`config.mk`:
```
export PLATFORM = sky130hd
export DESIGN_NAME = data_sampling_flat
export DESIGN_NICKNAME = d
export VERILOG_FILES = /design/src/rtl/data_sampling_if.sv /design/src/rtl/data_sampling.sv /design/src/flat_wrapper.sv
export SDC_FILE = /design/constraint.sdc
export NUM_CORES = 1
export LEC_CHECK = 0
export ABC_CLOCK_PERIOD_IN_PS = 4900
export CAP_MARGIN = 20
export CORE_ASPECT_RATIO = 0.9
export CORE_UTILIZATION = 57
export CTS_CLUSTER_DIAMETER = 50
export CTS_CLUSTER_SIZE = 16
export DETAILED_ROUTE_END_ITERATION = 8
export PLACE_DENSITY = 0.84
export SLEW_MARGIN = 10
export SYNTH_ARGS = -nofsm -noshare
export SYNTH_HDL_FRONTEND = slang
export SYNTH_SLANG_ARGS = --single-unit
```
`constraint.sdc`:
```
create_clock -name CLK -period 4.9 [get_ports CLK]
set_input_delay 0.98 -clock CLK [delete_from_list [all_inputs] [get_ports CLK]]
set_output_delay 0.98 -clock CLK [all_outputs]
set_load 0.1 [all_outputs]
```
`src/rtl/data_sampling_if.sv`:
```
// Serial-sampler signal bundle: raw line and control in, oversample counters and voted bit out.
// The master side drives the line and controls; the slave side is the sampler.
interface data_sampling_if #(
   parameter int unsigned PRESCALE_WIDTH = 6
);
   logic                      RX_IN;
   logic [PRESCALE_WIDTH-1:0] Prescale;
   logic                      Enable;
   logic [PRESCALE_WIDTH-1:0] edge_cnt;
   logic [3:0]                bit_cnt;
   logic                      sampled_bit;
   logic                      sample_valid;

   modport master (
      output RX_IN, Prescale, Enable,
      input  edge_cnt, bit_cnt, sampled_bit, sample_valid
   );

   modport slave (
      input  RX_IN, Prescale, Enable,
      output edge_cnt, bit_cnt, sampled_bit, sample_valid
   );
endinterface

```
`src/rtl/data_sampling.sv`:
```
// Oversampling UART bit sampler: synchronises RX_IN and takes three mid-bit samples.
// It emits a majority-voted bit with a one-cycle strobe once per bit period.
module data_sampling #(
   parameter int unsigned PRESCALE_WIDTH = 6
) (
   input logic            CLK,
   input logic            RST,
   data_sampling_if.slave bus
);
   localparam logic [PRESCALE_WIDTH-1:0] P8  = PRESCALE_WIDTH'(8);
   localparam logic [PRESCALE_WIDTH-1:0] P16 = PRESCALE_WIDTH'(16);
   localparam logic [PRESCALE_WIDTH-1:0] P32 = PRESCALE_WIDTH'(32);
   localparam logic [PRESCALE_WIDTH-1:0] One = PRESCALE_WIDTH'(1);
   localparam logic [PRESCALE_WIDTH-1:0] Two = PRESCALE_WIDTH'(2);

   logic                      sync1_q, rx_s;
   logic                      en_q;
   logic                      en_rise, wrap;
   logic [PRESCALE_WIDTH-1:0] p_q, p_d, half;
   logic [PRESCALE_WIDTH-1:0] edge_q, edge_d;
   logic [3:0]                bit_q, bit_d;
   logic                      s0_q, s0_d, s1_q, s1_d, s2_q, s2_d;
   logic                      sbit_q, sbit_d;
   logic                      valid_q, valid_d;

   function automatic logic [PRESCALE_WIDTH-1:0] legal_p(input logic [PRESCALE_WIDTH-1:0] p);
      if (p == P16 || p == P32) return p;
      return P8;
   endfunction

   function automatic logic maj3(input logic a, input logic b, input logic c);
      return (a & b) | (a & c) | (b & c);
   endfunction

   always_comb begin
      en_rise = bus.Enable & ~en_q;
      p_d     = en_rise ? legal_p(bus.Prescale) : p_q;
      half    = p_q >> 1;
      wrap    = (edge_q == p_q - One);
      edge_d  = '0;
      bit_d   = '0;
      valid_d = 1'b0;
      sbit_d  = sbit_q;
      s0_d    = s0_q;
      s1_d    = s1_q;
      s2_d    = s2_q;
      // The rising cycle only restarts the counters; the new P governs from the next cycle on.
      if (bus.Enable && !en_rise) begin
         edge_d = wrap ? '0 : edge_q + One;
         bit_d  = (wrap && bit_q != 4'd15) ? bit_q + 4'd1 : bit_q;
         if (edge_q == half - Two) s0_d = rx_s;
         if (edge_q == half - One) s1_d = rx_s;
         if (edge_q == half) begin
            s2_d    = rx_s;
            sbit_d  = maj3(s0_q, s1_q, s2_d);
            valid_d = 1'b1;
         end
      end
   end

   always_ff @(posedge CLK or posedge RST) begin
      if (RST) begin
         sync1_q <= 1'b1;
         rx_s    <= 1'b1;
         en_q    <= 1'b0;
         p_q     <= P8;
         edge_q  <= '0;
         bit_q   <= '0;
         s0_q    <= 1'b1;
         s1_q    <= 1'b1;
         s2_q    <= 1'b1;
         sbit_q  <= 1'b1;
         valid_q <= 1'b0;
      end else begin
         sync1_q <= bus.RX_IN;
         rx_s    <= sync1_q;
         en_q    <= bus.Enable;
         p_q     <= p_d;
         edge_q  <= edge_d;
         bit_q   <= bit_d;
         s0_q    <= s0_d;
         s1_q    <= s1_d;
         s2_q    <= s2_d;
         sbit_q  <= sbit_d;
         valid_q <= valid_d;
      end
   end

   assign bus.edge_cnt     = edge_q;
   assign bus.bit_cnt      = bit_q;
   assign bus.sampled_bit  = sbit_q;
   assign bus.sample_valid = valid_q;
endmodule

```
`src/flat_wrapper.sv`:
```
// flat-port wrapper written by rule: the top's interface ports become plain ports
module data_sampling_flat 
#(
   parameter int unsigned PRESCALE_WIDTH = 6
)
  (CLK, RST, bus_RX_IN, bus_Prescale, bus_Enable, bus_edge_cnt, bus_bit_cnt, bus_sampled_bit, bus_sample_valid);
  data_sampling_if #(.PRESCALE_WIDTH(PRESCALE_WIDTH)) bus_i ();
  input logic CLK;
  input logic RST;
  input wire logic [$bits(bus_i.RX_IN)-1:0] bus_RX_IN;
  input wire logic [$bits(bus_i.Prescale)-1:0] bus_Prescale;
  input wire logic [$bits(bus_i.Enable)-1:0] bus_Enable;
  output wire logic [$bits(bus_i.edge_cnt)-1:0] bus_edge_cnt;
  output wire logic [$bits(bus_i.bit_cnt)-1:0] bus_bit_cnt;
  output wire logic [$bits(bus_i.sampled_bit)-1:0] bus_sampled_bit;
  output wire logic [$bits(bus_i.sample_valid)-1:0] bus_sample_valid;
  assign bus_i.RX_IN = bus_RX_IN;
  assign bus_i.Prescale = bus_Prescale;
  assign bus_i.Enable = bus_Enable;
  assign bus_edge_cnt = bus_i.edge_cnt;
  assign bus_bit_cnt = bus_i.bit_cnt;
  assign bus_sampled_bit = bus_i.sampled_bit;
  assign bus_sample_valid = bus_i.sample_valid;
  data_sampling #(.PRESCALE_WIDTH(PRESCALE_WIDTH)) u_core (.CLK(CLK), .RST(RST), .bus(bus_i));
endmodule
```
# Yosys cells after proc, flatten, opt, wreduce, memory -nomap -nowiden
# Index checks and enable logic that the tools add are counted.
word_totals:
  regBits: 23
  input_bits: 10
  out_inout_bits: 12
  word_cells: 46
op_classes:
  addsub: 5
  eq_ne: 8
  mux: 9
  n_bitwise: 7
  reduce_logical: 7
ops:
  columns: ["operator", "n"]
  rows:
  - ["6-bit 2-to-1 mux", 4]
  - ["6-bit == test", 3]
  - ["4-bit 2-to-1 mux", 2]
  - ["6-bit by 1-bit adder with 6-bit output, second input constant", 1]
  - ["6-bit by 5-bit == test with 1-bit output", 1]
  - ["6-bit by 5-bit == test with 1-bit output, second input constant", 1]
  - ["6-bit == test, second input constant", 1]
  - ["2-bit AND reduction", 3]
  - ["5-bit by 1-bit subtractor with 6-bit output, second input constant", 1]
  - ["5-bit by 2-bit subtractor with 6-bit output, second input constant", 1]
  - ["6-bit by 1-bit subtractor with 6-bit output, second input constant", 1]
  - ["4-bit by 1-bit adder with 4-bit output, second input constant", 1]
  - ["1-bit bitwise AND", 4]
  - ["4-bit inequality test, second input constant", 1]
  - ["1-bit 2-to-1 mux", 3]
  - ["1-bit logical AND", 2]
  - ["2-bit inequality test, second input constant", 1]
  - ["1-bit bitwise OR", 2]
  - ["1-bit logical NOT", 1]
  - ["1-bit logical OR", 1]
  - ["1-bit inverter", 1]

# Longest topological paths before layout
# Gate-level depths: netlist of the first run.
logic_depth:
  word_depth: 5
  ltp_mapped: 10

# Worst setup path after synthesis of the first run
# Ideal clock, no wire load.
synth_path:
  path_type: "register -> register"
  from: "register u_core.edge_q[5] (netlist: u_core.bus.edge_cnt[5])"
  to: "register u_core.bit_q[3] (netlist: u_core.bus.bit_cnt[3])"
  setup_time_ns: 0.120
  arrival_time_ns: 2.184
  path_slack_ns: 2.596
  stages_incl_launch_ff: 9
  path_cell_list: "dfrtp_1 > buf_2 > xor2_1 > and3_2 > o21ai_0 > and4b_1 > buf_6 > a21oi_2 > a31o_1"
synth_via:
  elab_chain_len: 3
synth_rtl:
  columns: ["element", "line_no", "rtl"]
  rows:
  - ["start, declared", "data_sampling.sv:20", "logic [PRESCALE_WIDTH-1:0] edge_q, edge_d;"]
  - ["start signal, assigned", "data_sampling.sv:79", "edge_q <= edge_d;"]
  - ["6-bit == test", "data_sampling.sv:39", "wrap = (edge_q == p_q - One);"]
  - ["1-bit logical AND", "data_sampling.sv:50", "bit_d = (wrap && bit_q != 4'd15) ? bit_q + 4'd1 : bit_q;"]
  - ["2-bit inequality test (no line)", null, null]
  - ["end signal, assigned", "data_sampling.sv:80", "bit_q <= bit_d;"]
  - ["end, declared", "data_sampling.sv:21", "logic [3:0] bit_q, bit_d;"]
# No other way between the ends.
# A chain may end at the register's enable or synchronous reset.

# Worst setup path in the final report of the first run
layout_path:
  from: "register u_core.edge_q[2] (netlist: u_core.bus.edge_cnt[2])"
  to: "output bus_edge_cnt[2]"
layout_rtl:
  columns: ["element", "line_no", "rtl"]
  rows:
  - ["end, declared", "flat_wrapper.sv:13", "output wire logic [$bits(bus_i.edge_cnt)-1:0] bus_edge_cnt;"]
# No word-level cell between the ends.

==> results of run 1 <==
-- cells by family after synthesis --
group,count (synthesis)
AND/OR/NAND/NOR,54
XOR/XNOR,25
flip-flops,23
AO/OA/AOI/OAI,19
buffers and inverters,14
adder cells (fa/ha/maj),8
multiplexers,3
-- cell usage after synthesis (all sizes together) (4+ instances only) --
cell and instances:
nor2 13, dfstp 6, xor2 11, nand2 9, dfrtp 17, ha 7
a21oi 6, o21ai 5, and3 5, nand3 6, xnor2 14, and2 4
buf 6, inv 8
-- area by class of cell --
class / instances / share of cell area
repair buffers: 21 / 0.126
well taps: 27 / 0.0203
multi-input cells: 109 / 0.470
clock buffers: 4 / 0.0158
flip-flops and latches: 23 / 0.350
inverters: 8 / 0.0180
-- stage by stage --
step	std cells	instance area [µm²]	worst slack, ns	util	power, mW
2_1_floorplan	146	1450	2.60	-	0.236
3_3_place_gp	188	1640	2.21	0.718	0.250
3_5_place_dp	188	1640	2.18	0.718	0.252
4_1_cts	192	1670	1.81	0.730	0.339
5_1_grt	192	1670	1.73	0.730	0.354
6_report	192	1670	1.81	0.730	0.337
-- sequential cells by signal (all words and copies together), names as in the netlist --
signal / flops
u_core.bus.bit_cnt: 4
u_core.bus.edge_cnt: 6
u_core.bus.sample_valid: 1
u_core.bus.sampled_bit: 1
u_core.en_q: 1
u_core.p_q: 6
u_core.rx_s: 1
u_core.s0_q: 1
u_core.s1_q: 1
u_core.sync1_q: 1
-- layout by cell type, fill, tap and decap left out --
cell | synthesis | layout
sky130_fd_sc_hd__xor2_1 | 11 | 11
sky130_fd_sc_hd__a22o_1 | 2 | 2
sky130_fd_sc_hd__a311oi_1 | 1 | 1
sky130_fd_sc_hd__dfrtp_1 | 17 | 17
sky130_fd_sc_hd__and3_1 | 1 | 1
sky130_fd_sc_hd__maj3_1 | 1 | 1
sky130_fd_sc_hd__a21oi_1 | 5 | 5
sky130_fd_sc_hd__nand4_1 | 2 | 2
sky130_fd_sc_hd__o21ai_0 | 5 | 5
sky130_fd_sc_hd__nor3b_2 | 1 | 1
sky130_fd_sc_hd__or4_1 | 1 | 1
sky130_fd_sc_hd__xnor2_1 | 14 | 14
sky130_fd_sc_hd__a21oi_2 | 1 | 1
sky130_fd_sc_hd__nor4_1 | 1 | 1
sky130_fd_sc_hd__nand3b_1 | 2 | 2
sky130_fd_sc_hd__o21a_1 | 1 | 1
sky130_fd_sc_hd__nand2b_1 | 3 | 3
sky130_fd_sc_hd__dfstp_2 | 6 | 6
sky130_fd_sc_hd__nand2_1 | 9 | 9
sky130_fd_sc_hd__clkdlybuf4s50_1 | 0 | 21
sky130_fd_sc_hd__a31oi_1 | 2 | 2
sky130_fd_sc_hd__nand3_1 | 6 | 6
sky130_fd_sc_hd__mux2_2 | 3 | 3
sky130_fd_sc_hd__clkbuf_4 | 0 | 3
sky130_fd_sc_hd__inv_1 | 8 | 8
sky130_fd_sc_hd__nor3b_1 | 1 | 1
sky130_fd_sc_hd__and4b_1 | 1 | 1
sky130_fd_sc_hd__nor2_1 | 13 | 13
sky130_fd_sc_hd__nor3_1 | 3 | 3
sky130_fd_sc_hd__nor4_4 | 1 | 1
sky130_fd_sc_hd__a21o_1 | 1 | 1
sky130_fd_sc_hd__and3_4 | 1 | 1
sky130_fd_sc_hd__a31o_1 | 1 | 1
sky130_fd_sc_hd__and2_1 | 4 | 4
sky130_fd_sc_hd__or2_2 | 1 | 1
sky130_fd_sc_hd__ha_1 | 7 | 7
sky130_fd_sc_hd__clkbuf_1 | 0 | 1
sky130_fd_sc_hd__and3_2 | 3 | 3
-- worst max-delay path by stage --
stage / end / startpoint / cells after the start
after floorplan: u_core.bus.bit_cnt[3]$_DFFE_PP0P_ / u_core.bus.edge_cnt[5]$_DFF_PP0_ / 8
after global placement: bus_edge_cnt[2] / u_core.bus.edge_cnt[2]$_DFF_PP0_ / 1
after detailed placement: bus_edge_cnt[2] / u_core.bus.edge_cnt[2]$_DFF_PP0_ / 1
after CTS: bus_edge_cnt[2] / u_core.bus.edge_cnt[2]$_DFF_PP0_ / 1
after global routing: bus_edge_cnt[2] / u_core.bus.edge_cnt[2]$_DFF_PP0_ / 1
final: bus_edge_cnt[2] / u_core.bus.edge_cnt[2]$_DFF_PP0_ / 1
-- power groups by stage --
stage                     Combinational (mW)  Clock [mW]  Sequential (mW)
after floorplan                       0.0229           0            0.213
after global placement                0.0441           0            0.206
after detailed placement              0.0454           0            0.206
after CTS                             0.0456      0.0907            0.203
after global routing                  0.0496       0.101            0.204
final                                 0.0451      0.0888            0.203
-- per-layer routing --
metal / part of all wire / up-vias / GRT usage
met5: 0 / - / 0
met4: 0.0076 / 0 / 0.0458
met3: 0.044 / 4 / 0.0679
met2: 0.49 / 25 / 0.394
met1: 0.46 / 525 / 0.333
li1: - / 532 / -
-- worst reg2reg max path, delay by kind of cell, from the launching register on --
kind                     cells  cell delay, ns
AND/OR/NAND/NOR              3            0.86
flip-flops                   1            0.47
AO/OA/AOI/OAI                3            0.33
adder cells (fa/ha/maj)      1            0.27
buffers and inverters        1            0.17
==> impl_metrics.sql, run 1 <==
INSERT INTO impl_metrics (metric_group, metric, value, unit) VALUES
('die', 'start_util', '0.635', ''),
('setup_path', 'rr_startpoint', 'u_core.p_q[2]$_DFFE_PP0P_', ''),
('finish', 'multi_input_area', '782', 'µm²'),
('synthesis', 'combinational_family_with_the_most_area_after_synthesis', 'simple AND/OR/NAND/NOR gates', ''),
('setup_path', 'crit_path_cell_trace', 'clkdlybuf4s50_1', ''),
('setup_path', 'critPathLaunchType', 'flip-flop', ''),
('detailed_routing', 'route.vias.total', '1086', ''),
('status', 'status', 'finished, final reports clean', ''),
('detailed_routing', 'drc_errors', '0', ''),
('synthesis', 'synth_top_cell_area_share', '0.293', ''),
('die', 'std_cell_rows', '16', ''),
('detailed_routing', 'avgRoutedWirePerCell', '14.4', 'µm'),
('sta', 'rsz_0062_raised_after_global_routing', 'false', ''),
('global_route', 'grt_pass1_wl', '4840', 'µm'),
('setup_path', 'r2r_cells', '8', ''),
('setup_path', 'cp_data_arrival_time', '2.11', 'ns'),
('die', 'chipWidth', '55.2', 'µm'),
('synthesis', 'synth-seq-cells', '23', ''),
('finish', 'final_net_count', '183', ''),
('flow_run', 'cap_viol_max_count', '0', ''),
('cts', 'clk_latency', '0.32', 'ns'),
('sta', 'finalHoldViolCount', '0', ''),
('cts', 'post_cts_hold_buffer_count', '0', ''),
('setup_path', 'cp_data_required_time', '3.92', 'ns'),
('setup_path', 'timing.setup.critical_path_class', 'reg -> out', ''),
('synthesis', 'postSynth.topFlopCell', 'sky130_fd_sc_hd__dfrtp_1', ''),
('cts', 'cts_tree', 'done', ''),
('placed_design', 'place_congestion', '0.854', ''),
('power', 'swShare', '0.261', ''),
('die', 'floorplan.core_area', '0.00228', 'mm²'),
('power', 'clkPwrFrac', '0.264', ''),
('detailed_routing', 'dr.first_iter.drc_count', '22', ''),
('power', 'leakagePower', '0.707', 'nW'),
('finish', 'fillCellCount', '170', ''),
('finish', 'drive_above_1_share', '0.121', ''),
('sta', 'report.final.slew_viol_count', '0', ''),
('synthesis', 'synth-async-reset-ratio', '1.00', ''),
('finish', 'antenna_cells_inserted', '0', ''),
('synthesis', 'syn-instance-count', '146', ''),
('setup_path', 'rrSetupSlack', '2.69', 'ns'),
('detailed_routing', 'routed_wl', '2770', 'µm'),
('setup_path', 'critical_path.reg2reg.endpoint', 'u_core.bus.bit_cnt[3]$_DFFE_PP0P_', ''),
('cts', 'clock_sink_count', '23', ''),
('sta', 'timing.final.crit_share', '0.630', ''),
('sta', 'finalHoldWorstSlack', '0.366', 'ns'),
('global_route', 'first_global_vias', '1034', ''),
('sta', 'transition_at_the_pin_with_the_smallest_max_transition_slack', '0.974', 'ns'),
('cts', 'inserted_clock_buffers', '3', ''),
('synthesis', 'post_synth_instance_area', '0.00145', 'mm²'),
('sta', 'setup_violations', '0', ''),
('cts', 'cts-root-buf', 'sky130_fd_sc_hd__clkbuf_4', ''),
('worst_hold_path', 'timing.hold.worst.class', 'reg -> reg', ''),
('worst_hold_path', 'timing.hold.worst.start', 'u_core.sync1_q$_DFF_PP1_', ''),
('setup_path', 'cp_slowest_cell', 'sky130_fd_sc_hd__clkdlybuf4s50_1', ''),
('setup_path', 'cp_top_family', 'buffers and inverters', ''),
('synthesis', 'yosysTopAreaCell', 'sky130_fd_sc_hd__dfrtp_1', ''),
('synthesis', 'yosysUniqueCellTypes', '37', ''),
('cts', 'post_cts_setup_driven_buffer_insertion_count', '0', ''),
('setup_path', 'crit_path_max_incr_delay', '1.21', 'ns'),
('synthesis', 'synth-edff-count', '0', ''),
('cts', 'cts_resized', '0', ''),
('sta', 'clock.fmax', '324', 'MHz'),
('power', 'peakVddDrop', '0.178', 'mV'),
('cts', 'clock_h_tree_levels', '1', ''),
('synthesis', 'syn-num-nets', '163', ''),
('synthesis', 'netlist_top_cells_area', 'sky130_fd_sc_hd__dfrtp_1 29%, sky130_fd_sc_hd__dfstp_2 11%, sky130_fd_sc_hd__xnor2_1 8.5%', ''),
('cts', 'clock_path_buffers', '2', ''),
('power', 'power.sequential.fraction', '0.603', ''),
('synthesis', 'post_synth_fa_ha_maj_area_fraction', '0.0673', ''),
('global_route', 'grt_antenna_before_repair', '0', ''),
('die', 'boundary_pins', '22', '');
No activity file was read; power rests on OpenSTA's default activity.
==> run 2: changes to the inputs <==
--- a/config.mk
+++ b/config.mk
@@ -5,14 +5,14 @@
 export SDC_FILE = /design/constraint.sdc
 export NUM_CORES = 1
 export LEC_CHECK = 0
-export ABC_CLOCK_PERIOD_IN_PS = 4900
+export ABC_CLOCK_PERIOD_IN_PS = 2800
 export CAP_MARGIN = 20
 export CORE_ASPECT_RATIO = 0.9
-export CORE_UTILIZATION = 57
+export CORE_UTILIZATION = 48
 export CTS_CLUSTER_DIAMETER = 50
 export CTS_CLUSTER_SIZE = 16
 export DETAILED_ROUTE_END_ITERATION = 8
-export PLACE_DENSITY = 0.84
+export PLACE_DENSITY = 0.75
 export SLEW_MARGIN = 10
 export SYNTH_ARGS = -nofsm -noshare
 export SYNTH_HDL_FRONTEND = slang
==> constraint.sdc (replaced) <==
create_clock -name CLK -period 2.8 [get_ports CLK]
set_input_delay 0.56 -clock CLK [delete_from_list [all_inputs] [get_ports CLK]]
set_output_delay 0.56 -clock CLK [all_outputs]
set_load 0.1 [all_outputs]
==> run 2 against run 1 <==
First-iteration DRC count up 32%; clock-buffer cell count down 1; register-to-register slack worse by 2.1 ns; critical endpoint is now u_core.bus.bit_cnt[3]$_DFFE_PP0P_; highest routed layer unchanged.
==> impl_metrics.sql, run 2 (same netlist as run 1, synthesis figures left out) <==
INSERT INTO impl_metrics (metric_group, metric, value, unit) VALUES
('status', 'status', 'finished, final reports clean', ''),
('finish', 'antenna_cells_inserted', '0', ''),
('detailed_routing', 'avgRoutedWirePerCell', '13.8', 'µm'),
('sta', 'timing.final.crit_share', '0.790', ''),
('global_route', 'first_global_vias', '1050', ''),
('global_route', 'grt_antenna_before_repair', '0', ''),
('setup_path', 'critPathLaunchType', 'flip-flop', ''),
('setup_path', 'crit_path_max_incr_delay', '0.47', 'ns'),
('die', 'std_cell_rows', '18', ''),
('sta', 'worst_clock_skew', '0.00502', 'ns'),
('cts', 'clock_path_buffers', '2', ''),
('setup_path', 'rr_startpoint', 'u_core.p_q[2]$_DFFE_PP0P_', ''),
('power', 'power.sequential.fraction', '0.604', ''),
('finish', 'drive_above_1_share', '0.200', ''),
('sta', 'clock.fmax', '452', 'MHz'),
('setup_path', 'endpoint_kind', 'flip-flop', ''),
('sta', 'final_period_minus_worst_setup_slack', '2.21', 'ns'),
('cts', 'inserted_clock_buffers', '3', ''),
('setup_path', 'cp_data_arrival_time', '2.43', 'ns'),
('cts', 'clock_h_tree_levels', '1', ''),
('sta', 'rsz_0062_raised_after_global_routing', 'false', ''),
('placed_design', 'place_inst', '201', ''),
('power', 'clkPwrFrac', '0.265', ''),
('detailed_routing', 'route.vias.total', '1079', ''),
('worst_hold_path', 'timing.hold.worst.start', 'u_core.sync1_q$_DFF_PP1_', ''),
('power', 'power.combinational.fraction', '0.131', ''),
('detailed_routing', 'drc_errors', '0', ''),
('finish', 'layout.cells.most_common', 'sky130_fd_sc_hd__dfrtp_1', ''),
('setup_path', 'crit_path_cell_trace', 'inv_1 -> ha_1 -> nor3b_2 -> and3_2 -> o21ai_0 -> and4b_1 -> a21oi_2 -> a31o_1', ''),
('finish', 'instances_no_fill', '205', ''),
('power', 'internal_power', '0.432', 'mW'),
('sta', 'relSlewSlack', '0.420', ''),
('global_route', 'overflow', '0', ''),
('worst_hold_path', 'hold_path_end', 'u_core.rx_s$_DFF_PP1_', ''),
('finish', 'final_cell_mix', '17 x sky130_fd_sc_hd__dfrtp_1, 14 x sky130_fd_sc_hd__xnor2_1, 13 x sky130_fd_sc_hd__nor2_1, 12 x sky130_fd_sc_hd__buf_4, 11 x sky130_fd_sc_hd__xor2_1', ''),
('placed_design', 'dpl.hpwl', '2220', 'µm'),
('cts', 'cts-root-buf', 'sky130_fd_sc_hd__clkbuf_4', ''),
('placed_design', 'place_congestion', '0.903', ''),
('sta', 'fin_tns_setup', '0', 'ns'),
('cts', 'clock_sink_count', '23', ''),
('power', 'swShare', '0.266', ''),
('global_route', 'grt_max_degree', '24', ''),
('cts', 'clk_pin_slew_worst_paths', '0.13', 'ns'),
('finish', 'flow.area_growth_from_synthesis', '14.0', '%'),
('cts', 'post_cts_setup_driven_buffer_insertion_count', '0', ''),
('finish', 'fillCellCount', '251', ''),
('setup_path', 'highest_fanout_seen_on_the_critical_path', '6', ''),
('sta', 'post-route-worst-setup-slack', '0.589', 'ns'),
('sta', 'setup_violations', '0', ''),
('setup_path', 'r2r_cells', '8', ''),
('power', 'power-per-cell-area', '356', 'mW/mm²'),
('worst_hold_path', 'timing.hold.worst.class', 'reg -> reg', ''),
('die', 'floorplan.core_area', '0.00282', 'mm²'),
('power', 'peakVddDrop', '0.192', 'mV'),
('setup_path', 'timing.setup.critical_path_class', 'reg -> reg', ''),
('die', 'die_height', '54.1', 'µm'),
('detailed_routing', 'drt_pass1_iterations', '4', ''),
('detailed_routing', 'ant_nets', '0', ''),
('setup_path', 'rrSetupSlack', '0.59', 'ns'),
('placed_design', 'io_buffer_count', '21', ''),
('global_route', 'grt_pass1_wl', '4800', 'µm'),
('die', 'chipWidth', '59.9', 'µm'),
('die', 'design.die.area', '0.00325', 'mm²'),
('power', 'leakagePower', '0.734', 'nW'),
('flow_run', 'cap_viol_max_count', '0', ''),
('placed_design', 'place_ws', '0.543', 'ns'),
('sta', 'report.final.slew_viol_count', '0', ''),
('setup_path', 'cp_slowest_cell', 'sky130_fd_sc_hd__dfrtp_1', ''),
('power', 'power.net_switching', '0.157', 'mW'),
('setup_path', 'cp_data_required_time', '3.02', 'ns'),
('sta', 'transition_at_the_pin_with_the_smallest_max_transition_slack', '0.869', 'ns'),
('detailed_routing', 'routed_wl', '2840', 'µm'),
('cts', 'clk_latency', '0.31', 'ns'),
('detailed_routing', 'vias_per_cell', '5.26', ''),
('worst_hold_path', 'timing.hold.worst_path_depth', '0', ''),
('sta', 'finalHoldViolCount', '0', ''),
('setup_path', 'critical_path.reg2reg.endpoint', 'u_core.bus.bit_cnt[3]$_DFFE_PP0P_', ''),
('cts', 'cts_resized', '0', ''),
('global_route', 'global_route.usage.total', '0.204', ''),
('finish', 'final_net_count', '183', ''),
('detailed_routing', 'dr.first_iter.drc_count', '29', ''),
('cts', 'post_cts_hold_buffer_count', '0', ''),
('cts', 'cts_tree', 'done', ''),
('die', 'boundary_pins', '22', ''),
('die', 'start_util', '0.515', '');
run 2: changes by cell type in the layout (fill, tap and decap cells not counted):
cell,previous run,this run
sky130_fd_sc_hd__clkinv_2,0,1
sky130_fd_sc_hd__clkbuf_1,1,0
sky130_fd_sc_hd__buf_4,0,12
sky130_fd_sc_hd__clkdlybuf4s50_1,21,9
run 2: final cells by class:
cell class	count	area [µm²]	area share
clock buffer	3	22.5	0.0136
clock inverter	1	5.00	0.00303
inverter	8	30.0	0.0182
multi-input combinational	109	782	0.473
sequential	23	583	0.353
tap	40	50.0	0.0303
timing repair buffer	21	180	0.109
run 2: power by group through the flow:
stage                     Sequential [mW]  Clock (mW)  Combinational, mW
after floorplan                     0.374           0             0.0401
after global placement              0.361           0             0.0756
after detailed placement            0.362           0             0.0782
after CTS                           0.356       0.164             0.0783
after global routing                0.358       0.179             0.0842
final                               0.356       0.156             0.0773
run 2: metal layers:
metal  track usage  part of all wire  up-vias
li1              -                 -      532
met1         0.255              0.46      522
met2         0.365              0.50       21
met3        0.0216             0.023        4
met4        0.0736             0.013        0
met5             0                 0        -
run 2: how the worst max path moves through the flow:
stage | start | end | slack (ns) | cells after the start
5_1_grt | u_core.p_q[2]$_DFFE_PP0P_ | u_core.bus.bit_cnt[3]$_DFFE_PP0P_ | 0.44 | 8
3_5_place_dp | bus_Enable | u_core.bus.sampled_bit$_DFFE_PP1P_ | 0.54 | 6
6_report | u_core.p_q[2]$_DFFE_PP0P_ | u_core.bus.bit_cnt[3]$_DFFE_PP0P_ | 0.59 | 8
3_3_place_gp | bus_Enable | u_core.bus.sampled_bit$_DFFE_PP1P_ | 0.62 | 6
4_1_cts | u_core.p_q[2]$_DFFE_PP0P_ | u_core.bus.bit_cnt[3]$_DFFE_PP0P_ | 0.62 | 8
2_1_floorplan | u_core.bus.edge_cnt[5]$_DFF_PP0_ | u_core.bus.bit_cnt[3]$_DFFE_PP0P_ | 0.50 | 8
run 2: critical path: cells and delay by family (launching register included):
kind / cells / cell delay [ns]
adders and majority gates: 1 / 0.30
buffers and inverters: 1 / 0.16
AOI/OAI and AO/OA: 3 / 0.33
and+or+nand+nor: 3 / 0.85
DFF: 1 / 0.47
run 2: metrics by stage:
step | instance area, µm² | util | hold slack, ns | power (mW)
final | 1650 | 0.587 | 0.366 | 0.589
after global placement | 1630 | 0.577 | 0.345 | 0.437
after global routing | 1650 | 0.587 | 0.373 | 0.621
after detailed placement | 1630 | 0.577 | 0.349 | 0.440
after CTS | 1650 | 0.587 | 0.368 | 0.598
after floorplan | 1450 | - | 0.345 | 0.414
==> run 3: changes to the inputs <==
--- a/config.mk
+++ b/config.mk
@@ -5,7 +5,7 @@
 export SDC_FILE = /design/constraint.sdc
 export NUM_CORES = 1
 export LEC_CHECK = 0
-export ABC_CLOCK_PERIOD_IN_PS = 2800
+export ABC_CLOCK_PERIOD_IN_PS = 2029
 export CAP_MARGIN = 20
 export CORE_ASPECT_RATIO = 0.9
 export CORE_UTILIZATION = 48
==> constraint.sdc (replaced) <==
create_clock -name CLK -period 2.03 [get_ports CLK]
set_input_delay 0.406 -clock CLK [delete_from_list [all_inputs] [get_ports CLK]]
set_output_delay 0.406 -clock CLK [all_outputs]
set_load 0.1 [all_outputs]
==> run 3 against run 2 <==
Cell count increased by 3.4%; highest routed layer unchanged; first-iteration DRC count decreased by 14%; global-route usage decreased by 0.91 points; largest power group unchanged; sequential share of layout area decreased by 2.1 points; combinational power increased by 54%; via count increased by 1.2%; maximum frequency increased by 15%; critical endpoint unchanged; worst setup slack got worse by 0.48 ns; register-to-register slack got worse by 0.48 ns.
==> impl_metrics.sql, run 3 (same netlist as run 1, synthesis figures left out) <==
INSERT INTO impl_metrics (metric_group, metric, value, unit) VALUES
('setup_path', 'critPathLaunchType', 'flip-flop', ''),
('detailed_routing', 'avgRoutedWirePerCell', '13.6', 'µm'),
('sta', 'finalHoldViolCount', '0', ''),
('detailed_routing', 'route.vias.total', '1092', ''),
('sta', 'clock.fmax', '520', 'MHz'),
('global_route', 'overflow', '0', ''),
('global_route', 'grt_max_degree', '24', ''),
('detailed_routing', 'drc_errors', '0', ''),
('sta', 'worst_clock_skew', '0.00708', 'ns'),
('global_route', 'global_route.usage.met1', '0.251', ''),
('global_route', 'global_route.usage.total', '0.195', ''),
('global_route', 'grt_antenna_before_repair', '0', ''),
('finish', 'seq_area', '591', 'µm²'),
('setup_path', 'cp_data_arrival_time', '2.15', 'ns'),
('finish', 'layout.cells.most_common', 'sky130_fd_sc_hd__buf_4', ''),
('setup_path', 'rrSetupSlack', '0.11', 'ns'),
('sta', 'finalHoldWorstSlack', '0.366', 'ns'),
('finish', 'final_net_count', '190', ''),
('sta', 'relSlewSlack', '0.716', ''),
('cts', 'clk_pin_slew_worst_paths', '0.13', 'ns'),
('status', 'status', 'finished, final reports clean', ''),
('sta', 'setup_violations', '0', ''),
('power', 'power.sequential.fraction', '0.590', ''),
('sta', 'post-route-worst-setup-slack', '0.109', 'ns'),
('finish', 'drive_above_1_share', '0.297', ''),
('finish', 'flow.area_growth_from_synthesis', '22.9', '%'),
('global_route', 'grtUsageMet3', '0.0216', ''),
('detailed_routing', 'drt_pass1_iterations', '4', ''),
('die', 'design.die.area', '0.00325', 'mm²'),
('setup_path', 'critical_path.startpoint', 'u_core.p_q[3]$_DFFE_PP1P_', ''),
('placed_design', 'place_ws', '0.00195', 'ns'),
('sta', 'fin_tns_setup', '0', 'ns'),
('finish', 'multi_input_area', '815', 'µm²'),
('flow_run', 'cap_viol_max_count', '0', ''),
('die', 'start_util', '0.515', ''),
('die', 'boundary_pins', '22', ''),
('setup_path', 'critical_path_cell_count', '7', ''),
('placed_design', 'dpl.hpwl', '2150', 'µm'),
('detailed_routing', 'routed_wl', '2870', 'µm'),
('setup_path', 'cp_data_required_time', '2.26', 'ns'),
('die', 'std_cell_rows', '18', ''),
('global_route', 'first_global_vias', '1007', ''),
('setup_path', 'rr_startpoint', 'u_core.p_q[3]$_DFFE_PP1P_', ''),
('sta', 'final_period_minus_worst_setup_slack', '1.92', 'ns'),
('sta', 'report.final.slew_viol_count', '0', ''),
('sta', 'timing.final.crit_share', '0.946', ''),
('setup_path', 'r2r_cells', '7', ''),
('worst_hold_path', 'timing.hold.worst.class', 'reg -> reg', ''),
('placed_design', 'io_buffer_count', '21', ''),
('sta', 'transition_at_the_pin_with_the_smallest_max_transition_slack', '0.427', 'ns'),
('power', 'peakVddDrop', '0.313', 'mV'),
('power', 'power.net_switching', '0.222', 'mW'),
('detailed_routing', 'dr.first_iter.drc_count', '25', ''),
('placed_design', 'place_congestion', '0.869', ''),
('die', 'floorplan.core_area', '0.00282', 'mm²'),
('setup_path', 'cp_top_family', 'simple AND/OR/NAND/NOR gates', ''),
('setup_path', 'cp_slowest_cell', 'sky130_fd_sc_hd__dfstp_2', ''),
('finish', 'fillCellCount', '240', ''),
('setup_path', 'highest_fanout_seen_on_the_critical_path', '6', ''),
('cts', 'clock_sink_count', '23', ''),
('cts', 'cts-root-buf', 'sky130_fd_sc_hd__clkbuf_4', ''),
('global_route', 'grt_use_met2', '0.333', ''),
('cts', 'cts_tree', 'done', ''),
('global_route', 'busiest_layer', 'met2', ''),
('detailed_routing', 'ant_nets', '0', ''),
('setup_path', 'critical_path.reg2reg.endpoint', 'u_core.bus.bit_cnt[3]$_DFFE_PP0P_', ''),
('power', 'power-per-cell-area', '466', 'mW/mm²'),
('cts', 'clock_h_tree_levels', '1', ''),
('power', 'power.combinational.fraction', '0.144', ''),
('setup_path', 'worstSetupEndpoint', 'u_core.bus.bit_cnt[3]$_DFFE_PP0P_', ''),
('setup_path', 'timing.setup.critical_path_class', 'reg -> reg', ''),
('cts', 'clk_latency', '0.32', 'ns'),
('power', 'swShare', '0.267', ''),
('power', 'leakagePower', '0.772', 'nW'),
('cts', 'clock_path_buffers', '2', ''),
('setup_path', 'crit_path_max_incr_delay', '0.55', 'ns'),
('power', 'internal_power', '0.609', 'mW'),
('detailed_routing', 'vias_per_cell', '5.15', ''),
('global_route', 'grt_pass1_wl', '4580', 'µm'),
('finish', 'final_cell_mix', '16 x sky130_fd_sc_hd__buf_4, 14 x sky130_fd_sc_hd__xnor2_1, 13 x sky130_fd_sc_hd__nor2_1, 11 x sky130_fd_sc_hd__xor2_1, 11 x sky130_fd_sc_hd__dfrtp_1', ''),
('setup_path', 'endpoint_kind', 'flip-flop', ''),
('power', 'clkPwrFrac', '0.267', ''),
('setup_path', 'crit_path_cell_trace', 'buf_4 -> xnor2_1 -> a21oi_1 -> nor4_4 -> and4b_2 -> a21oi_2 -> a31o_1', ''),
('die', 'die_height', '54.1', 'µm'),
('finish', 'antenna_cells_inserted', '0', ''),
('die', 'chipWidth', '59.9', 'µm'),
('setup_path', 'crit_buf_inv', '1', ''),
('cts', 'inserted_clock_buffers', '3', '');
## run 3: changes by cell type in the layout (fill, tap and decap cells not counted), moves of 2 or more
cell / previous run / this run
sky130_fd_sc_hd__inv_1: 8 / 6
sky130_fd_sc_hd__inv_2: 0 / 2
sky130_fd_sc_hd__buf_12: 0 / 3
sky130_fd_sc_hd__buf_4: 12 / 16
sky130_fd_sc_hd__dfrtp_2: 0 / 6
sky130_fd_sc_hd__dfrtp_1: 17 / 11
## run 3: layout make-up
cell class	instances	area share
Multi-Input combinational cell	109	0.457
Sequential cell	23	0.331
Timing Repair Buffer	28	0.152
Tap cell	40	0.0281
Inverter	8	0.0169
Clock buffer	4	0.0147
## run 3: what timing repair did
action / in CTS / in global routing
hold buffers: 0 / 0
pin swaps: 0 / 1
gates resized for setup: 1 / 7
setup endpoints to repair: 1 / 11
setup buffers: 0 / 1
## run 3: worst min path at each step
stage	depth (start not counted)	to	from
2_1_floorplan	0	u_core.rx_s$_DFF_PP1_	u_core.sync1_q$_DFF_PP1_
3_3_place_gp	0	u_core.rx_s$_DFF_PP1_	u_core.sync1_q$_DFF_PP1_
3_5_place_dp	0	u_core.rx_s$_DFF_PP1_	u_core.sync1_q$_DFF_PP1_
4_1_cts	0	u_core.rx_s$_DFF_PP1_	u_core.sync1_q$_DFF_PP1_
5_1_grt	0	u_core.rx_s$_DFF_PP1_	u_core.sync1_q$_DFF_PP1_
6_report	0	u_core.rx_s$_DFF_PP1_	u_core.sync1_q$_DFF_PP1_
## run 3: routing by layer
layer	wire [µm]	part of all wire	up-vias
li1	-	-	553
met1	1300	0.45	507
met2	1420	0.49	27
met3	119	0.041	5
met4	42	0.015	0
met5	0	0	-
## run 3: through the flow
stage / cells / utilization / area, µm² / total power, mW
after floorplan: 146 / - / 1460 / 0.571
after global placement: 207 / 0.609 / 1720 / 0.613
after detailed placement: 207 / 0.609 / 1720 / 0.616
after CTS: 211 / 0.619 / 1740 / 0.835
after global routing: 212 / 0.633 / 1780 / 0.862
final: 212 / 0.633 / 1780 / 0.831
## run 3: power groups by stage
stage               clock (mW)  combinational, mW  sequential, mW
floorplan                    0             0.0552           0.516
global placement             0              0.116           0.498
detailed placement           0              0.118           0.498
CTS                      0.227              0.119           0.490
global route             0.240              0.129           0.492
finish                   0.221              0.119           0.490
==> RTL change (settings of run 3) <==
`PRESCALE_WIDTH` is set to 6 in 3 places; all go to 8.
--- a/src/rtl/data_sampling_if.sv
+++ b/src/rtl/data_sampling_if.sv
@@ -1,7 +1,7 @@
 // Serial-sampler signal bundle: raw line and control in, oversample counters and voted bit out.
 // The master side drives the line and controls; the slave side is the sampler.
 interface data_sampling_if #(
-   parameter int unsigned PRESCALE_WIDTH = 6
+   parameter int unsigned PRESCALE_WIDTH = 8
 );
    logic                      RX_IN;
    logic [PRESCALE_WIDTH-1:0] Prescale;
--- a/src/rtl/data_sampling.sv
+++ b/src/rtl/data_sampling.sv
@@ -1,7 +1,7 @@
 // Oversampling UART bit sampler: synchronises RX_IN and takes three mid-bit samples.
 // It emits a majority-voted bit with a one-cycle strobe once per bit period.
 module data_sampling #(
-   parameter int unsigned PRESCALE_WIDTH = 6
+   parameter int unsigned PRESCALE_WIDTH = 8
 ) (
    input logic            CLK,
    input logic            RST,
--- a/src/flat_wrapper.sv
+++ b/src/flat_wrapper.sv
@@ -1,7 +1,7 @@
 // flat-port wrapper written by rule: the top's interface ports become plain ports
 module data_sampling_flat 
 #(
-   parameter int unsigned PRESCALE_WIDTH = 6
+   parameter int unsigned PRESCALE_WIDTH = 8
 )
   (CLK, RST, bus_RX_IN, bus_Prescale, bus_Enable, bus_edge_cnt, bus_bit_cnt, bus_sampled_bit, bus_sample_valid);
   data_sampling_if #(.PRESCALE_WIDTH(PRESCALE_WIDTH)) bus_i ();
Interface: changed (resized bus_Prescale and bus_edge_cnt); port bits go from 22 to 26. No check against the original RTL was run, so the function may have changed too.
==> RTL change against run 3 <==
- the run now ends with negative setup slack left
- core utilization increased by 1.8 points
- synthesized cell count increased by 27%
- first-iteration DRC count increased by 140%
- synthesized area increased by 29%
- total power increased by 18%
- critical endpoint is now u_core.s0_q$_DFFE_PP1P_
- die area increased by 28%
- critical path depth unchanged
- highest routed layer unchanged
- cell area increased by 36%
- worst setup slack got worse by 0.14 ns
- sequential cell count increased by 4
- routed wire length increased by 50%
==> RTL change: results (changes against run 3) <==
[run_status]
outcome = complete, but fails checks
violations = negative setup slack

[setup_path]
cp_slowest_cell = or3b_4
crit_fanout = 5  ; -1
cp-startpoint = u_core.p_q[2]$_DFFE_PP0P_
arrival_ns = 2.27  ; +0.12 ns
cp_slowest_stage_delay_ns = 0.42  ; -0.13 ns

[global_route]
met1_usage_pct = 29.1  ; +4.0 points
use_met2_pct = 37.5  ; +4.1 points
grt_pass1_wl_mm = 6.89  ; +50%
grt_max_degree = 28  ; +17%
met3_usage_pct = 5.19  ; +3.0 points
grtUsageTotal_pct = 23.2  ; +3.7 points

[place]
place_area_um2 = 2280  ; +33%
io_buffers = 25  ; +19%
pre_cts_ws_ns = -0.0779  ; -0.0798 ns
hpwl_mm = 3.28  ; +52%
place_inst = 260  ; +26%

[power]
internal_power_mw = 0.751  ; +23%
ir_drop_v = 0.000302  ; -3.4%

[cells_and_area]
nNetsFinal = 241  ; +27%
layout-drive-gt1-share_pct = 33.3  ; +3.7 points
fin_cells = 268  ; +26%

[synthesis]
yosys-top-cells-area = dfrtp_1 (28%), xnor2_1 (8.9%), dfstp_2 (8.4%), xor2_1 (6.6%), ha_1 (4.0%)
synth_compound_area_share_pct = 9.71  ; +1.3 points
synth_fp_nets = 203  ; +25%
synth_commonest_cells = dfrtp_1 (21), xnor2_1 (19), xor2_1 (14), nor2_1 (12), nand2_1 (10)
synthXorXnorAreaFrac_pct = 16.7  ; +1.6 points

[route]
vias = 1478  ; +35%
post_drt_wl_per_cell_um = 16.0  ; +18%
wl_met2_mm = 2.15  ; +52%
drt_iter0_drc = 60  ; +140%

[clock_network]
clockRootBuffer = clkbuf_8

[sta]
layout_setup_ws_ns = -0.0306  ; -0.139 ns
setup_tns_ns = -0.0357  ; -0.0357 ns
finClkSkew_ns = 0.00521  ; -0.00187 ns
relSlewSlack_pct = 70.8  ; -0.78 points
setup_violations = 2  ; +2

[RTL change: cell count changes after synthesis, sizes merged, moves of 3 or more]
cell	delta
dfrtp	+4
xor2	+3
clkbuf	+4
xnor2	+5
and2	+3
nor3	+4
mux2i	+4
[RTL change: timing repair]
action / 4_1_cts / 5_1_grt
buffers inserted: 1 / 3
endpoints found under the setup margin: 5 / 13
resized for setup: 6 / 8
pin swaps: 2 / 3
hold endpoints to repair: 0 / 0
[RTL change: area by class of cell]
class	count	area (um^2)
Timing Repair Buffer	45	428
Multi-Input combinational cell	139	1170
Inverter	7	28.8
Tap cell	46	57.6
Clock buffer	4	45.0
Sequential cell	27	703
Fill cell	312	1300
[RTL change: power by group through the flow]
stage	Sequential, mW	Clock (mW)	Combinational (mW)
after floorplan	0.589	0	0.0475
after global placement	0.576	0	0.106
after detailed placement	0.576	0	0.110
after CTS	0.566	0.318	0.111
after global routing	0.568	0.337	0.125
final	0.565	0.301	0.116
